## src/rtl/best_d_seq.sv

```systemverilog
// -----------------------------------------------------------------------------
// best_d_seq
//
// Chooses the split parameter d = 2^u for the constant-weight encoder.
// A request (n, t) is accepted with a valid/ready handshake. t is mapped to a
// small integer theta, p = n * theta is formed by a serial shift-add multiply
// (one theta bit per cycle), q = p >> FRAC is taken, and u is the smallest
// value in [U_MIN, U_MAX] with q <= 2^u. If q exceeds 2^U_MAX then u is clamped
// to U_MAX and sat is raised. The result is held until the consumer takes it.
//
// Ports
//   clk        rising-edge clock
//   rst_n      asynchronous active-low reset
//   in_valid   request valid
//   in_ready   block can accept a request (high exactly when idle)
//   n          code length parameter, unsigned, N_W bits
//   t          error-weight parameter, unsigned, T_W bits
//   out_valid  result valid; held until out_ready
//   out_ready  consumer accepts the result
//   d          2^u, D_W bits
//   u          log2 of d, U_W bits
//   sat        q exceeded 2^U_MAX and u was clamped
// -----------------------------------------------------------------------------
module best_d_seq #(
    parameter int N_W     = 11,
    parameter int T_W     = 6,
    parameter int THETA_W = 5,
    parameter int FRAC    = 5,
    parameter int U_MIN   = 2,
    parameter int U_MAX   = 9,
    parameter int U_W     = 4,
    localparam int D_W    = U_MAX + 1
) (
    input  logic           clk,
    input  logic           rst_n,
    input  logic           in_valid,
    output logic           in_ready,
    input  logic [N_W-1:0] n,
    input  logic [T_W-1:0] t,
    output logic           out_valid,
    input  logic           out_ready,
    output logic [D_W-1:0] d,
    output logic [U_W-1:0] u,
    output logic           sat
);

    // Product accumulator is wide enough for n * (2^THETA_W - 1): no overflow.
    localparam int ACC_W = N_W + THETA_W;
    // Width of q after dropping the fractional bits.
    localparam int Q_W   = ACC_W - FRAC;
    // Compare width: must hold both every q and 2^U_MAX without truncation.
    localparam int CMP_W = (Q_W > U_MAX + 2) ? Q_W : U_MAX + 2;
    localparam int CNT_W = (THETA_W > 1) ? $clog2(THETA_W) : 1;
    localparam logic [CNT_W-1:0] CNT_LAST = CNT_W'(THETA_W - 1);

    typedef enum logic [1:0] {
        S_IDLE,
        S_MUL,
        S_ENC,
        S_DONE
    } state_t;

    state_t               state_q,     state_d;
    logic [ACC_W-1:0]     acc_q,       acc_d;
    logic [CNT_W-1:0]     cnt_q,       cnt_d;
    logic [N_W-1:0]       n_q,         n_d;
    logic [THETA_W-1:0]   theta_q,     theta_d;
    logic [D_W-1:0]       d_q,         d_d;
    logic [U_W-1:0]       u_q,         u_d;
    logic                 sat_q,       sat_d;
    logic                 out_valid_q, out_valid_d;

    // -------------------------------------------------------------------------
    // theta lookup. Small t means few errors, so the split can be coarser
    // (larger theta); t of 22 and above collapses the product to zero.
    // -------------------------------------------------------------------------
    function automatic logic [THETA_W-1:0] theta_of(input logic [T_W-1:0] tv);
        logic [31:0] tw;
        logic [31:0] th;
        tw = 32'(tv);
        if (tw >= 32'd22)      th = 32'd0;
        else if (tw >= 32'd11) th = 32'd1;
        else if (tw >= 32'd8)  th = 32'd2;
        else if (tw >= 32'd6)  th = 32'd3;
        else if (tw == 32'd5)  th = 32'd4;
        else if (tw == 32'd4)  th = 32'd5;
        else if (tw == 32'd3)  th = 32'd6;
        else if (tw == 32'd2)  th = 32'd9;
        else                   th = 32'd16;
        return THETA_W'(th);
    endfunction

    // -------------------------------------------------------------------------
    // Ceiling-log2 with clamping. One comparator per candidate u checks
    // q <= 2^u at full width; the smallest passing candidate wins. Exact
    // powers of two therefore map to their own exponent, not the next one.
    // -------------------------------------------------------------------------
    logic [CMP_W-1:0]     q_ext;
    logic [U_MAX:U_MIN]   fits;
    logic [U_W-1:0]       u_sel;
    logic                 sat_sel;

    assign q_ext = CMP_W'(acc_q[ACC_W-1:FRAC]);

    generate
        for (genvar gi = U_MIN; gi <= U_MAX; gi++) begin : g_fit
            assign fits[gi] = (q_ext <= (CMP_W'(1) << gi));
        end
    endgenerate

    always_comb begin
        // Nothing fits means q > 2^U_MAX: clamp and flag.
        u_sel   = U_W'(U_MAX);
        sat_sel = 1'b1;
        for (int i = U_MAX; i >= U_MIN; i--) begin
            if (fits[i]) begin
                u_sel   = U_W'(i);
                sat_sel = 1'b0;
            end
        end
    end

    // -------------------------------------------------------------------------
    // Next-state logic
    // -------------------------------------------------------------------------
    always_comb begin
        state_d     = state_q;
        acc_d       = acc_q;
        cnt_d       = cnt_q;
        n_d         = n_q;
        theta_d     = theta_q;
        d_d         = d_q;
        u_d         = u_q;
        sat_d       = sat_q;
        out_valid_d = out_valid_q;

        unique case (state_q)
            S_IDLE: begin
                if (in_valid) begin
                    n_d     = n;
                    theta_d = theta_of(t);
                    acc_d   = '0;
                    cnt_d   = '0;
                    state_d = S_MUL;
                end
            end

            S_MUL: begin
                // One theta bit per cycle, LSB first; the partial product for
                // bit cnt is n shifted into that bit's weight.
                if (theta_q[cnt_q]) begin
                    acc_d = acc_q + (ACC_W'(n_q) << cnt_q);
                end
                cnt_d = cnt_q + CNT_W'(1);
                if (cnt_q == CNT_LAST) begin
                    state_d = S_ENC;
                end
            end

            S_ENC: begin
                u_d         = u_sel;
                d_d         = D_W'(1) << u_sel;
                sat_d       = sat_sel;
                out_valid_d = 1'b1;
                state_d     = S_DONE;
            end

            S_DONE: begin
                // d/u/sat are not cleared here; they stay until the next ENC.
                if (out_ready) begin
                    out_valid_d = 1'b0;
                    state_d     = S_IDLE;
                end
            end

            default: begin
                state_d = S_IDLE;
            end
        endcase
    end

    // -------------------------------------------------------------------------
    // State registers
    // -------------------------------------------------------------------------
    always_ff @(posedge clk or negedge rst_n) begin
        if (!rst_n) begin
            state_q     <= S_IDLE;
            acc_q       <= '0;
            cnt_q       <= '0;
            n_q         <= '0;
            theta_q     <= '0;
            d_q         <= '0;
            u_q         <= '0;
            sat_q       <= 1'b0;
            out_valid_q <= 1'b0;
        end else begin
            state_q     <= state_d;
            acc_q       <= acc_d;
            cnt_q       <= cnt_d;
            n_q         <= n_d;
            theta_q     <= theta_d;
            d_q         <= d_d;
            u_q         <= u_d;
            sat_q       <= sat_d;
            out_valid_q <= out_valid_d;
        end
    end

    // Ready is purely a function of state so it is also high during reset.
    assign in_ready  = (state_q == S_IDLE);
    assign out_valid = out_valid_q;
    assign d         = d_q;
    assign u         = u_q;
    assign sat       = sat_q;

endmodule

```

## config.mk

```make
export PLATFORM = sky130hd
export DESIGN_NAME = best_d_seq
export DESIGN_NICKNAME = d
export VERILOG_FILES = /design/src/rtl/best_d_seq.sv
export SDC_FILE = /design/constraint.sdc
export NUM_CORES = 1
export LEC_CHECK = 0
export CAP_MARGIN = 20
export CORE_MARGIN = 3
export CORE_UTILIZATION = 61
export CTS_CLUSTER_SIZE = 8
export DETAILED_ROUTE_END_ITERATION = 6
export GPL_ROUTABILITY_DRIVEN = 0
export PLACE_DENSITY = 0.89
export SLEW_MARGIN = 20
export SYNTH_ARGS = -nofsm -noshare
export SYNTH_HDL_FRONTEND = slang
export SYNTH_SLANG_ARGS = --single-unit
```

## constraint.sdc

```tcl
create_clock -name clk -period 6.9 [get_ports clk]
set_input_delay 1.035 -clock clk [delete_from_list [all_inputs] [get_ports clk]]
set_output_delay 1.035 -clock clk [all_outputs]
set_load 0.02 [all_outputs]
```

* After elaboration in Yosys (flattened, before gate mapping)
Index checks and enable logic that the tools add are counted.
** Word-level totals
- Flip-flop bits (word level) :: 53
- Bits in latches :: 0
- Bits in writable memories :: 0
- ROM bits :: 0
- Input bits :: 21
- Word-level logic and storage cells :: 82
- Memories kept :: 0
** Cells by class
- $add $sub $neg :: 2
- Multipliers :: 0
- Divide/modulo/power cells :: 0
- Magnitude comparators :: 13
- Equality and inequality tests :: 12
- Shifts and indexed selects :: 2
- Multiplexer cells :: 36
- Bitwise logic cells :: 0
- Reduce and logical (&&, ||, !) cells :: 8
** Operators by type and width (number)
- $mux W5 :: 8
- $mux W16 :: 2
- $pmux W16 S2 :: 1
- $mux W4 :: 6
- $add A16 B16 Y16 :: 1
- $shl A11 B3 Y16 :: 1
- $eq A6 B2 Y1 const B :: 2
- $eq A6 B3 Y1 const B :: 2
- $ge A6 B4 Y1 const B :: 2
- $le A11 B10 Y1 const B :: 1
- $le A11 B3 Y1 const B :: 1
- $le A11 B4 Y1 const B :: 1
- $le A11 B5 Y1 const B :: 1
- $le A11 B6 Y1 const B :: 1
- $le A11 B7 Y1 const B :: 1
- $le A11 B8 Y1 const B :: 1
- $le A11 B9 Y1 const B :: 1
- $mux W1 :: 11
- $shl A1 B4 Y10 const A :: 1
- $ne A2 B2 Y1 const B :: 4
- $pmux W2 S4 :: 1
- $ge A6 B3 Y1 const B :: 1
- $ge A6 B5 Y1 const B :: 1
- $mux W2 :: 3
- other kinds (13) :: 18

* Logic depth before layout (Yosys ltp)
Gate-level depths: netlist (run 1).
- Depth in word-level cells :: 9
- Mapped depth :: 14
- Gate-level depth less buffers :: 12

* Worst setup path before layout (run 1)
OpenSTA, ideal clock, no wires.
- Path type :: reg2reg
- Start point :: register cnt_q[0]
- End point :: register acc_q[14]
- Data arrival time :: 2925 ps
- Data required time :: 6774 ps
- Setup slack :: 3849 ps
- Stages on the path, launching flop included :: 13
- Clock period less this slack :: 3051 ps
- Cells stage by stage :: dfrtp_1 -> buf_2 -> clkbuf_1 -> nor4b_1 -> ha_1 -> inv_1 -> fa_1 -> nand2b_1 -> a21oi_1 -> o31a_1 -> a41oi_2 -> o2111a_1 -> a221o_1
** On the way
- Cells in the longest elaborated chain, start to end :: 4
- Elaborated cells on any way between the ends :: 8
** RTL lines
- start, declared :: line 65 : logic [CNT_W-1:0] cnt_q, cnt_d;
- start signal, assigned :: line 199 : cnt_q <= cnt_d;
- $shl A11 B3 Y16 or $bmux W1 S3 (tied branches) :: line 152, 151
- $add A16 B16 Y16 or $mux W1 (tied branches) :: line 152, 151
- $mux W16 or $ne A2 B2 Y1 (tied branches)
- $pmux W16 S2 or $reduce_and A3 Y1 (tied branches)
- end signal, assigned :: line 188 : acc_q <= '0;
- end signal, assigned :: line 198 : acc_q <= acc_d;
- end, declared :: line 64 : logic [ACC_W-1:0] acc_q, acc_d;
Several ways; a longest one is shown, not always the timed one. The select of a mux whose other input is x is not followed.
A chain may end at the register's enable or synchronous reset.

* Final worst setup path (run 1)
- Start point :: register cnt_q[0]
- End point :: register acc_q[13]
The elaborated chain is that of the path after synthesis.

==> results of run 1 <==
[Yosys cell counts, drive strengths merged (2+ instances only)]
cell type	count
nand3	10
o2111a	2
a211oi	2
o22ai	6
a31oi	3
inv	21
mux2	18
o31ai	2
a32o	4
nand2b	7
dfrtp	53
nor2b	2
nor2	22
buf	8
or2	2
o211ai	4
nand2	47
a21o	4
xor2	2
o21ai	37
a22o	9
xnor2	3
nor3	2
clkinv	2
nand4	4
clkbuf	5
ha	21
and3	2
o21a	5
mux2i	13
nor4	2
nor3b	2
or3	4
a21oi	25
a221o	2
[through the flow]
stage | setup WS [ns] | instance area [um2] | instances | total power, uW | utilization (%)
2_1_floorplan | 3.85 | 3480 | 375 | 1490 | -
3_3_place_gp | 3.74 | 3880 | 470 | 1730 | 73.3
3_5_place_dp | 3.59 | 3880 | 470 | 1780 | 73.3
4_1_cts | 3.58 | 3980 | 478 | 1970 | 75.0
5_1_grt | 3.23 | 3980 | 478 | 2150 | 75.0
6_report | 3.50 | 3980 | 478 | 1980 | 75.0
[routing by layer]
layer / track usage (%) / part of all wire [%]
met2: 41.0 / 49
met4: 8.45 / 1.1
met1: 27.8 / 45
met5: 0 / 0
met3: 3.62 / 5.2
[critical path, delay by kind of cell (launching register included)]
kind                       cells  cell delay [ns]
buffers and inverters          1             0.43
muxes                          1             0.28
AOI/OAI and AO/OA              6             1.16
DFF                            1             0.78
and+or+nand+nor                2             0.30
adders and majority gates      1             0.35
[area by class of cell]
cell class | instances | area (um2) | share of cell area, %
clock buffers | 5 | 68.8 | 1.73
clock inverters | 3 | 25.0 | 0.629
inverters | 23 | 86.3 | 2.17
multi-input cells | 286 | 2010 | 50.6
flip-flops and latches | 53 | 1330 | 33.3
well taps | 70 | 87.6 | 2.20
repair buffers | 38 | 373 | 9.37
[power groups by stage]
stage | sequential (uW) | clock (uW) | combinational, uW
2_1_floorplan | 525 | 0 | 964
3_3_place_gp | 549 | 0 | 1180
3_5_place_dp | 559 | 0 | 1230
4_1_cts | 551 | 187 | 1240
5_1_grt | 571 | 198 | 1380
6_report | 552 | 183 | 1240
[path summary, 6_finish.rpt]
check / startpoint / to / slack, ns / cells past startpoint
setup / recovery: cnt_q[0] / acc_q[13] / 3.50 / 11
min in group asynchronous: rst_n / acc_q[6] / 0.82 / 2
max in group asynchronous: rst_n / n_q[0] / 5.62 / 2
hold reg to reg: acc_q[3] / acc_q[3] / 0.50 / 2
hold / removal: acc_q[3] / acc_q[3] / 0.50 / 2
setup reg to reg: cnt_q[0] / acc_q[13] / 3.50 / 11
[sequential cells by signal (all words and copies together) (netlist names)]
| register | cells |
|---|---|
| state_q | 2 |
| n_q | 11 |
| acc_q | 16 |
| theta_q | 5 |
| out_valid | 1 |
| cnt_q | 3 |
| d | 10 |
| u | 4 |
| sat | 1 |
[cell families (layout without fill, tap and decap cells)]
family | Yosys count | after routing | share of synthesized area [%]
flops | 53 | 53 | 38.1
buf+inv | 36 | 69 | 4.10
simple gates | 114 | 114 | 16.8
fa+ha+maj | 22 | 22 | 8.12
xor+xnor | 5 | 5 | 1.26
compound gates | 113 | 113 | 21.5
mux | 32 | 32 | 10.2
==> impl_metrics.toml, run 1 <==
[status]
status = "completed"

[setup_path]
cp_max_fo = 22
cp.arrival_ns = 3.60
cp-end-kind = "flop"
crit_path_start_kind = "flop"
crit_path_top_delay_cell = "dfrtp_1"
path_cells = "clkinv_1, nor2_1, a21oi_1, mux2_2, ha_1, o21a_1, o211ai_1, a21oi_1, nor2_1, o2111a_1, a221o_1"
critPathKind = "flop to flop"
cp_data_required_time_ns = 7.10
worst_path_largest_cell_delay_ns = 0.78

[pwr]
clkPwrFrac_pct = 9.3
comb_power_share_pct = 62.8
p_leak_uw = 0.00175
swShare_pct = 47.9
p_sw_uw = 947
power_density_nw_per_um2 = 497
seq_power_share_pct = 27.9
vdd_drop_max_uv = 260
internal_power_uw = 1030

[die]
die_area_um2 = 6650
fp.dieH_um = 81.5
start_util_pct = 65.6
rows = 26
core_region_area_um2 = 5300
io_pins = 38
die_width_um = 81.5

[clock_network]
cts-hold-fix-buffers = 0
clk_pin_slew_worst_paths_ns = 0.11
cts_buffers = 5
htree_levels = 2
cts_setup_buffers = 0
cts_resized = 0
cts.sinks = 53
cts_root_buf = "clkbuf_8"
cts_tree = "yes"
clockBufferDepth = 2
clock_latency_ns = 0.31

[global_routing]
overflow = 0
grt_pass1_vias = 2788
gr-usage-all-layers_pct = 23.0
grt_pass1_wl_mm = 12.1
antenna_found_initial = 0
grt_max_degree = 54

[drt]
wire_per_inst_um = 14.8
num_vias = 2910
vias_per_cell = 6.09
drtIter0Drc = 170
routed_wl_mm = 7.10
first_pass_iters = 5
ant_nets = 0
drc_errors = 0

[yosys]
synth.cell_area_um2 = 3480
synthCells = 375
synth_seq_cells = 53
synth_flop_cell = "dfrtp_1"
yosysTopAreaCellShare_pct = 38.1
syn_area_per_cell_um2 = 9.28
yosysWarnings = 0
seq_area_frac_synth_pct = 38.1
synth-async-reset-ratio_pct = 100
yosys.cell_types.count = 61
syn_nets = 418
synthTopCellsByArea = "dfrtp_1 38%, ha_1 7.5%, mux2_2 5.8%"
yosysTopAreaCell = "dfrtp_1"
synth_edf_count = 0

[sta]
hold_slack_ns = 0.502
maxSlewHeadroom_pct = 41.4
finalHoldViolCount = 0
setup_viol = 0
rsz0062_at_grt = "no"
fmax_mhz = 294
finalSetupTns_ns = 0
worst-slew-pin-transition_ns = 0.875
slew_violations = 0
fin_crit_ns = 3.40
timing.final.crit_share_pct = 49.3
skew_ns = 0.0118

[min_path]
hold_path.class = "flop to flop"

[final_layout]
post_route_cells_drive_above_1_share_pct = 10.0
fill_cells = 398
diodes = 0
finalNetCount = 450
syn_to_final_growth_pct = 14.3
most-common-layout-cells = "53 x dfrtp_1, 47 x nand2_1, 36 x clkdlybuf4s50_1"
layout_commonest_cell = "dfrtp_1"

[run]
cap_violations = 0

[placement]
place_hpwl_mm = 5.30
port_buffers = 37
No activity file was read; power rests on OpenSTA's default activity.
==> inputs of run 2 (changes only) <==
- CORE_UTILIZATION: 61 -> 57
- PLACE_DENSITY: 0.89 -> 0.84
- clock period: 6.9 -> 3.52 ns (I/O delays scaled with it)
==> impl_metrics.toml, run 2 (synthesis results as in run 1) <==
[status]
status = "completed"

[pwr]
power_density_nw_per_um2 = 975
p_leak_uw = 0.00177
vdd_drop_max_uv = 530
p_total_uw = 3910

[clock_network]
cts_root_buf = "clkbuf_8"
cts_resized = 0
cts_setup_buffers = 0
cts-hold-fix-buffers = 0
clk_pin_slew_worst_paths_ns = 0.11
cts_buffers = 5
clockBufferDepth = 2
clock_latency_ns = 0.32
cts.sinks = 53
cts_tree = "yes"
htree_levels = 2

[setup_path]
cp-end-kind = "flop"
crit_path_start_kind = "flop"
cp.arrival_ns = 3.43
critPathKind = "flop to flop"
cp_max_fo = 15
cp_data_required_time_ns = 3.73

[global_routing]
overflow = 0
antenna_found_initial = 0
grt_pass1_vias = 2824
grt_max_degree = 38
gr-usage-all-layers_pct = 21.6
grt_pass1_wl_mm = 12.8

[final_layout]
stdcell_count = 484
post_route_cells_drive_above_1_share_pct = 10.9
layout.area.seq_um2 = 1330
finalNetCount = 454
most-common-layout-cells = "53 x dfrtp_1, 47 x nand2_1, 36 x clkdlybuf4s50_1"
layout_commonest_cell = "dfrtp_1"
largest_reg_flops = 16
max_flop_register = "acc_q"
fill_cells = 432
diodes = 0
syn_to_final_growth_pct = 15.2
multiInputGateArea_um2 = 2010

[placement]
port_buffers = 37
dp_slack_ns = 0.404
dp.cells = 476
place_hpwl_mm = 5.40

[drt]
first_pass_iters = 4
ant_nets = 0
wire_per_inst_um = 15.2
vias_per_cell = 5.99
drtIter0Drc = 204
num_vias = 2897
drc_errors = 0
routed_wl_mm = 7.35

[sta]
worst-slew-pin-transition_ns = 0.854
fin_ws_ns = 0.305
finalSetupTns_ns = 0
rsz0062_at_grt = "no"
maxSlewHeadroom_pct = 43.1
fmax_mhz = 311
fin_crit_ns = 3.22
timing.final.crit_share_pct = 91.3
slew_violations = 0
finalHoldViolCount = 0
setup_viol = 0
skew_ns = 0.0140
hold_slack_ns = 0.307

[die]
die_area_um2 = 7080
die_width_um = 84.1
io_pins = 38
start_util_pct = 61.0
core_region_area_um2 = 5710
rows = 27
fp.dieH_um = 84.1

[min_path]
hold_path.class = "primary input to async pin"

[run]
cap_violations = 0
run 2: metrics by stage:
stage / utilization, % / area [um2]
5_1_grt: 70.3 / 4010
4_1_cts: 70.3 / 4010
3_5_place_dp: 68.6 / 3920
3_3_place_gp: 68.6 / 3920
2_1_floorplan: - / 3480
6_report: 70.3 / 4010
run 2: worst max-delay path, cell delays in order (launching register included):
cell and delay, ns:
dfrtp_1 0.56, nor4b_1 0.35, ha_1 0.25, inv_1 0.07
fa_1 0.38, nand2b_1 0.20, a21oi_1 0.25, o31a_1 0.24
a41oi_2 0.23, o2111a_1 0.30, a221o_1 0.26
run 2: area by class of cell:
type | instances | area share (%)
well taps | 72 | 2.25
inverters | 23 | 2.15
multi-input cells | 286 | 50.2
repair buffers | 42 | 10.0
clock inverters | 3 | 0.624
flip-flops and latches | 53 | 33.1
clock buffers | 5 | 1.72
run 2: layer usage:
metal / global-route usage [%] / up-vias / share of wire [%]
met1: 27.8 / 1360 / 45
met3: 3.43 / 15 / 4.4
met2: 38.4 / 82 / 49
met4: 4.68 / 0 / 1.7
li1: - / 1440 / -
met5: 0 / - / 0
run 2: path summary, 6_finish.rpt:
check	startpoint	to	slack, ns	cells past startpoint
setup / recovery	cnt_q[0]	acc_q[14]	0.30	10
hold / removal	rst_n	acc_q[11]	0.31	1
setup reg to reg	cnt_q[0]	acc_q[14]	0.30	10
hold reg to reg	theta_q[1]	theta_q[1]	0.49	2
max in group asynchronous	rst_n	cnt_q[1]	2.45	2
min in group clk	theta_q[1]	theta_q[1]	0.49	2
run 2: report_power, final:
| part | internal, uW | leakage, uW | switching [uW] |
|---|---|---|---|
| Sequential | 824 | 0.000691 | 221 |
| Combinational | 1070 | 0.00104 | 1430 |
| Clock | 144 | 0.0000447 | 218 |
